<file path="config.mk">
export PLATFORM = sky130hd
export DESIGN_NAME = otter_sig_dumper
export DESIGN_NICKNAME = d
export VERILOG_FILES = /design/src/rtl/otter_sig_dumper.sv
export SDC_FILE = /design/constraint.sdc
export NUM_CORES = 1
export LEC_CHECK = 0
export ABC_AREA = 1
export CORE_MARGIN = 1.5
export CORE_UTILIZATION = 57
export CTS_CLUSTER_SIZE = 25
export DETAILED_ROUTE_END_ITERATION = 12
export PLACE_DENSITY_LB_ADDON = 0.12
export SYNTH_ARGS = -nofsm -noshare
export SYNTH_HDL_FRONTEND = slang
export SYNTH_SLANG_ARGS = --single-unit
</file>
<file path="constraint.sdc">
create_clock -name clk -period 3.7 [get_ports clk]
set_input_delay 0.925 -clock clk [delete_from_list [all_inputs] [get_ports clk]]
set_output_delay 0.925 -clock clk [all_outputs]
set_load 0.03 [all_outputs]
</file>
<file path="src/rtl/otter_sig_dumper.sv">
// otter_sig_dumper: TOHOST/signature register window plus signature-region streamer.
// Optional macro SIG_DUMP_HEADER_EN prefixes the stream with a word-count header.
`default_nettype none

module otter_sig_dumper #(
  parameter logic [31:0] BASE_ADDR = 32'h0000_0000,
  parameter int          MEM_EXP   = 28
) (
  input  logic                 clk,
  input  logic                 rst_n,
  input  logic [31:0]          dmem_addr,
  input  logic                 dmem_r_en,
  input  logic                 dmem_w_en,
  input  logic [3:0]           dmem_w_strb,
  input  logic [31:0]          dmem_w_data,
  output logic [31:0]          dev_r_data,
  output logic                 mem_r_en,
  output logic [MEM_EXP-3:0]   mem_addr,
  input  logic [31:0]          mem_r_data,
  output logic                 sig_valid,
  output logic [31:0]          sig_data,
  output logic                 sig_last,
  input  logic                 sig_ready,
  output logic                 done,
  output logic                 err,
  output logic [31:0]          tohost_code
);

  localparam int AW = MEM_EXP - 2;

  localparam logic [2:0] S_IDLE  = 3'd0;
  localparam logic [2:0] S_CHECK = 3'd1;
`ifdef SIG_DUMP_HEADER_EN
  localparam logic [2:0] S_HDR   = 3'd2;
`endif
  localparam logic [2:0] S_REQ   = 3'd3;
  localparam logic [2:0] S_WAIT  = 3'd4;
  localparam logic [2:0] S_SEND  = 3'd5;
  localparam logic [2:0] S_DONE  = 3'd6;

  logic [2:0]    r_state;
  logic [31:0]   r_tohost;
  logic [31:0]   r_sig_start;
  logic [31:0]   r_sig_end;
  logic [31:0]   r_code;
  logic [31:0]   r_dev_r_data;
  logic [AW-1:0] r_cur;
  logic [AW-1:0] r_end;
  logic          r_done;
  logic          r_err;
  logic          r_sig_valid;
  logic [31:0]   r_sig_data;
  logic          r_sig_last;

  logic          w_hit;
  logic          w_wr_hit;
  logic          w_rd_hit;
  logic          w_busy;
  logic          w_trigger;
  logic          w_misaligned;
  logic          w_next_last;
  logic [31:0]   w_tohost_next;
  logic [31:0]   w_status;
  logic [AW-1:0] w_cur_inc;
  logic [AW-1:0] w_count;
  logic          w_unused;

  function automatic logic [31:0] f_merge(input logic [31:0] old_v,
                                          input logic [31:0] new_v,
                                          input logic [3:0]  strb);
    logic [31:0] res;
    res = old_v;
    for (int i = 0; i < 4; i++) begin
      if (strb[i]) res[8*i +: 8] = new_v[8*i +: 8];
    end
    return res;
  endfunction

  assign w_hit         = (dmem_addr[31:4] == BASE_ADDR[31:4]);
  assign w_wr_hit      = w_hit && dmem_w_en;
  assign w_rd_hit      = w_hit && dmem_r_en;
  assign w_busy        = (r_state != S_IDLE) && (r_state != S_DONE);
  assign w_tohost_next = f_merge(r_tohost, dmem_w_data, dmem_w_strb);
  assign w_trigger     = (r_state == S_IDLE) && w_wr_hit &&
                         (dmem_addr[3:2] == 2'd0) && (w_tohost_next != 32'd0);
  assign w_misaligned  = (r_sig_start[1:0] != 2'd0) || (r_sig_end[1:0] != 2'd0);
  assign w_cur_inc     = r_cur + 1'b1;
  assign w_next_last   = (w_cur_inc == r_end);
  assign w_count       = r_end - r_cur;
  assign w_status      = {29'd0, r_err, r_done, w_busy};
  // Only the word-address bits of the region registers and bus address are consumed.
  assign w_unused      = ^{dmem_addr[1:0], r_sig_start, r_sig_end, w_count};

  assign dev_r_data  = r_dev_r_data;
  assign mem_r_en    = (r_state == S_REQ);
  assign mem_addr    = r_cur;
  assign sig_valid   = r_sig_valid;
  assign sig_data    = r_sig_data;
  assign sig_last    = r_sig_last;
  assign done        = r_done;
  assign err         = r_err;
  assign tohost_code = r_code;

  // Register window: TOHOST is frozen once the dump has finished; region registers while busy.
  always_ff @(posedge clk or negedge rst_n) begin
    if (!rst_n) begin
      r_tohost     <= 32'd0;
      r_sig_start  <= 32'd0;
      r_sig_end    <= 32'd0;
      r_dev_r_data <= 32'd0;
    end else begin
      if (w_wr_hit) begin
        case (dmem_addr[3:2])
          2'd0: if (r_state != S_DONE) r_tohost <= w_tohost_next;
          2'd1: if (!w_busy) r_sig_start <= f_merge(r_sig_start, dmem_w_data, dmem_w_strb);
          2'd2: if (!w_busy) r_sig_end <= f_merge(r_sig_end, dmem_w_data, dmem_w_strb);
          default: ;
        endcase
      end
      if (w_rd_hit) begin
        case (dmem_addr[3:2])
          2'd0:    r_dev_r_data <= r_tohost;
          2'd1:    r_dev_r_data <= r_sig_start;
          2'd2:    r_dev_r_data <= r_sig_end;
          default: r_dev_r_data <= w_status;
        endcase
      end
    end
  end

  always_ff @(posedge clk or negedge rst_n) begin
    if (!rst_n) begin
      r_state     <= S_IDLE;
      r_code      <= 32'd0;
      r_cur       <= '0;
      r_end       <= '0;
      r_done      <= 1'b0;
      r_err       <= 1'b0;
      r_sig_valid <= 1'b0;
      r_sig_data  <= 32'd0;
      r_sig_last  <= 1'b0;
    end else begin
      case (r_state)
        S_IDLE: begin
          if (w_trigger) begin
            r_code  <= w_tohost_next;
            r_cur   <= r_sig_start[MEM_EXP-1:2];
            r_end   <= r_sig_end[MEM_EXP-1:2];
            r_state <= S_CHECK;
          end
        end
        S_CHECK: begin
          if (w_misaligned || (r_end < r_cur)) begin
            r_err   <= 1'b1;
            r_done  <= 1'b1;
            r_state <= S_DONE;
          end
`ifdef SIG_DUMP_HEADER_EN
          else begin
            r_sig_valid <= 1'b1;
            r_sig_data  <= 32'(w_count);
            r_sig_last  <= (r_end == r_cur);
            r_state     <= S_HDR;
          end
`else
          else if (r_end == r_cur) begin
            r_done  <= 1'b1;
            r_state <= S_DONE;
          end else begin
            r_state <= S_REQ;
          end
`endif
        end
`ifdef SIG_DUMP_HEADER_EN
        S_HDR: begin
          if (sig_ready) begin
            r_sig_valid <= 1'b0;
            r_sig_last  <= 1'b0;
            if (r_sig_last) begin
              r_done  <= 1'b1;
              r_state <= S_DONE;
            end else begin
              r_state <= S_REQ;
            end
          end
        end
`endif
        S_REQ: r_state <= S_WAIT;
        S_WAIT: begin
          // Memory data is only valid on this one cycle, so it is captured here.
          r_sig_valid <= 1'b1;
          r_sig_data  <= mem_r_data;
          r_sig_last  <= w_next_last;
          r_state     <= S_SEND;
        end
        S_SEND: begin
          if (sig_ready) begin
            r_sig_valid <= 1'b0;
            r_sig_last  <= 1'b0;
            r_cur       <= w_cur_inc;
            if (r_sig_last) begin
              r_done  <= 1'b1;
              r_state <= S_DONE;
            end else begin
              r_state <= S_REQ;
            end
          end
        end
        S_DONE:  r_state <= S_DONE;
        default: r_state <= S_IDLE;
      endcase
    end
  end

endmodule

`default_nettype wire

</file>
# Word-level counts from Yosys, hierarchy flattened
# Cells that the tools add are included.
# op_classes
addsub	1
multipliers	0
div	0
magnitude_cmp	1
n_eq_ne	14
shifts	0
muxes	22
bitwise	1
reduce_logical	33
# op_table
operator	n
case mux 32 bit (3 select lines)	1
equality test 26 bit	2
2-to-1 mux 26 bit	2
case mux 26 bit (2 select lines)	1
AND reduction 4 bit	9
2-to-1 mux 8 bit	4
nonzero test 32 bit	1
logical NOT 28 bit	1
adder 26 x 1 -> 26 bit, second input constant	1
less-than comparator 26 bit	1
case mux 3 bit (6 select lines)	1
2-to-1 mux 3 bit	5
nonzero test 2 bit	5
equality test 3 bit, second input constant	3
AND reduction 2 bit	4
logical AND 1 bit	6
inequality test 2 bit, second input constant	3
inequality test 3 bit, second input constant	2
case mux 1 bit (2 select lines)	3
AND reduction 3 bit	2
2-to-1 mux 1 bit	5
equality test 3 x 1 -> 1 bit, second input constant	1
equality test 3 x 2 -> 1 bit, second input constant	1
logical NOT 3 bit	1
6 further kinds	7
# word_totals
ff_bits	251
latch_bits	0
ramBits	0
rom_bits	0
in_bits	105
out_inout_bits	127
wordCells	91
mem_count	0

# Logic depth before layout (Yosys ltp)
# depth
depth_word	7
ltp_mapped	16
ltp_nobuf	16

# Worst setup path before layout
# No wires, ideal clock.
# synth_path
path_type	input -> register
from	input port dmem_w_strb[2]
to	register r_code[10] (netlist: tohost_code[10])
setup_ns	0.130
t_arrival_ns	2.256
required_time_ns	3.570
setup_slack_ns	1.313
cell_stages	11
n_path_buf	3
path_cell_list	buf_2 > buf_6 > o21ai_1 > nand2_1 > nor3_1 > nand2_1 > nor2_1 > nand2_1 > nand2_2 > clkbuf_1 > o21ai_1
# synth_via
elab_chain_len	4
# synth_rtl
item	line_no	text
start, declared	14	input logic [3:0] dmem_w_strb,
2-to-1 mux 8 bit	74	if (strb[i]) res[8*i +: 8] = new_v[8*i +: 8];
nonzero test 32 bit	85	(dmem_addr[3:2] == 2'd0) && (w_tohost_next != 32'd0);
logical AND 1 bit	85	
AND reduction 2 bit (no source line)	--	
end signal, assigned	146	r_code <= w_tohost_next;
end, declared	45	logic [31:0] r_code;
# No other way between the ends.
# A chain may end at the register's enable or synchronous reset.

# Worst setup path after layout
# layout_path
from	input port dmem_w_strb[0]
to	register r_cur[10] (netlist: mem_addr[10])
# layout_via
elab_chain_len	5
# layout_rtl
item	line_no	text
2-to-1 mux 8 bit	74	
nonzero test 32 bit	85	
logical AND 1 bit	85	
inequality test 2 bit (no source line)	--	
AND reduction 3 bit (no source line)	--	
end signal, assigned	147	r_cur <= r_sig_start[MEM_EXP-1:2];
end signal, assigned	200	r_cur <= w_cur_inc;
end, declared	47	logic [AW-1:0] r_cur;
# No other way between the ends.

==> out/qor.yml <==
setup_tns_ns: 0
pwr-share-comb_pct: 24.7
grt_usage_pct: 31.78
period_minus_slack_ns: 2.974
hold_viol_final: 0
seqPwrFrac_pct: 39.8
start_util_pct: 58.42
ys.flop_type: "dfrtp_1"
slew_violations: 0
cts-root-buf: "clkbuf_16"
numCtsBuffers: 26
total_power_w: 0.007722
drt-total-wl_mm: 36.64
status: "complete, no violations"
cts_buffer_depth: 3
fin_util_pct: 74.25
grt_max_degree: 88
post-cts-setup-buffer-count: 0
io_pins: 232
vdd_drop_max_mv: 0.4190
crit_slowest_cell: "clkdlybuf4s50_1"
seq_area_sq_um: 6281
syn_avg_cell_area_sq_um: 7.699
setup_viol: 0
critPathMaxFanout: 26
synth.net_count: 1793
multi_input_area_sq_um: 5552
netlist_area_sq_um: 12790
synth.area.top_cells: "dfrtp_1 (49%), nand2_1 (18%), o21ai_0 (7.4%)"
die_x_um: 152.8
drtIter0Drc: 1080
synth_cells: 1661
avgViaCountPerCell: 5.567
yosysMostFrequentCell: "nand2_1"
vias: 12130
max_freq_mhz: 336.3
rows: 54
yosysTopAreaCell: "dfrtp_1"
maxCapViolations: 0
grt_pass1_wl_mm: 60.06
worstSetupPathType: "in -> reg"
overflow: 0
area_growth_pct: 27.09
ctsHoldBuffers: 0
synth_cell_type_count: 39
cts.reportedPaths.clkPinSlew_ns: 0.06
yosysSeqAreaShare_pct: 49.11
dieArea_sq_um: 23340
layout.nets: 2011
worst_pin_slew_ns: 1.078
hold_path_class: "in -> async"
cts_resized: 0
cpMostUsedCell: "nand2_1"
core_area_sq_um: 21890
design_area_sq_um: 16250
place_area_sq_um: 15350
cts.sinks: 251
grt_pass1_vias: 11501
gp_congestion: 0.9631
crit_buf_inv: 1
r2r_cells: 15
worstPathRequired_ns: 4.17
r2r_slack_ns: 1.02
fin_crit_sh_pct: 80.37
dieHeight_um: 152.8
layout-drive-gt1-share_pct: 4.847
ys_ff_latch: 251
arrival_ns: 3.44
fillers: 1694
cellPowerDensity_nw_per_um2: 475.1
max_stage_delay_ns: 0.69
clk_latency_ns: 0.54
synth_edf_count: 0
cp_top_family: "simple AND/OR/NAND/NOR gates"
critical_path.startpoint_type: "input pin"
ys_top_cells_by_count: "nand2_1 (598), dfrtp_1 (251), o21ai_0 (190)"
worstReg2RegEnd: "sig_last$_DFFE_PN0P_"
slew_headroom_pct: 28.16
p_int_w: 0.005269
wl_per_cell_um: 16.81
switching_share_pct: 31.77
ys_async_sr_fraction_pct: 100.0
r2r_start: "mem_addr[1]$_DFFE_PN0P_"
synth_top_area_share_pct: 49.11
antenna_found_initial: 2
rsz0062_at_grt: "false"
p_switching_w: 0.002453
yosysWarnings: 0
cts-htree-levels: 1
ant_nets: 0
cts_tree: "done"
drt_first_pass_iters: 6
cp-end-kind: "flip-flop"
portBuffers: 229
clkPwrFrac_pct: 35.5
dp_hpwl_mm: 26.66
leakagePower_nw: 7.457
path_cells: "clkdlybuf4s50_1, o21ai_0, nand2_1, nor3_1, nand2_1, nor2_1, nand2_1, nand2_2, nand2_4, nand3_4, nand2_1, nand2_1"
drc_errors: 0
final.setup_skew_ns: 0.01644
## sequential cells by signal, summed over array words and instances (netlist names)
register and flops:
mem_addr 26, r_tohost 32, sig_data 32, done 1
sig_valid 1, tohost_code 32, r_sig_start 32, r_end 26
r_sig_end 32, err 1, dev_r_data 32, sig_last 1
r_state 3
## logic make-up after synthesis
family / after synthesis / share of synthesized area, %
and+or+nand+nor: 823 / 26.36
AOI/OAI and AO/OA: 326 / 13.48
DFF: 251 / 49.11
buffers and inverters: 225 / 7.573
adders and majority gates: 27 / 2.642
xor gates and xnor gates: 9 / 0.8316
## power groups by stage
stage,combinational [W],sequential (W),clock [W]
after detailed placement,0.00191,0.00312,0
after CTS,0.00192,0.00307,0.00276
final,0.00191,0.00307,0.00274
after global routing,0.00208,0.00310,0.00290
after floorplan,0.000727,0.00349,0
after global placement,0.00186,0.00311,0
## through the flow
step / worst slack (ns) / hold WS (ns) / std cells
3_3_place_gp: 0.3144 / 0.4521 / 2131
3_5_place_dp: 0.2618 / 0.4572 / 2131
6_report: 0.7265 / 0.3967 / 2179
2_1_floorplan: 1.313 / 0.4530 / 1661
5_1_grt: 0.5269 / 0.4517 / 2178
4_1_cts: 0.7664 / 0.4256 / 2178
## cell type report
type	count	area share (%)
Sequential cell	251	38.65
Multi-Input combinational cell	1185	34.16
Timing Repair Buffer	261	15.92
Clock buffer	37	4.696
Inverter	154	3.557
Tap cell	280	2.156
Clock inverter	10	0.8545
Antenna cell	1	0.01540
## per-layer routing
| layer | GRT usage [%] | vias to the layer above | part of all wire (%) |
|---|---|---|---|
| met3 | 5.489 | 72 | 8.7 |
| met1 | 45.49 | 5691 | 43 |
| met4 | 10.67 | 0 | 2.9 |
| li1 | - | 5810 | - |
| met5 | 0 | - | 0 |
| met2 | 49.31 | 557 | 46 |
## worst max-delay path by stage
stage	startpoint	end	slack [ns]	depth (start not counted)
finish	dmem_w_strb[0]	mem_addr[10]$_DFFE_PN0P_	0.73	12
global route	dmem_w_strb[3]	mem_addr[22]$_DFFE_PN0P_	0.53	13
CTS	r_state[2]$_DFFE_PN0P_	mem_r_en	0.77	4
detailed placement	dmem_w_strb[3]	mem_addr[10]$_DFFE_PN0P_	0.26	13
global placement	dmem_w_strb[0]	mem_addr[8]$_DFFE_PN0P_	0.31	12
floorplan	dmem_w_strb[2]	tohost_code[10]$_DFFE_PN0P_	1.31	11
## cell usage in the layout, fill, tap and decap left out, types with 4 or more instances in the layout
cell / Yosys / layout
nand2_1: 598 / 597
dfrtp_1: 251 / 251
clkdlybuf4s50_1: 0 / 228
o21ai_0: 190 / 190
inv_1: 151 / 151
nor2_1: 95 / 93
o21ai_1: 64 / 64
nand3_1: 61 / 61
nand4_1: 35 / 35
a21oi_1: 34 / 34
buf_4: 0 / 28
ha_1: 27 / 27
clkbuf_16: 0 / 27
o21a_1: 17 / 17
nor3_1: 11 / 11
nand3b_1: 10 / 10
nor2_2: 3 / 5
xor2_1: 5 / 5
o22ai_1: 5 / 5
clkbuf_8: 0 / 5
clkbuf_1: 40 / 5
a221oi_1: 4 / 4
clkinvlp_4: 0 / 4
buf_12: 0 / 4
Power figures use the tool's default switching activity.
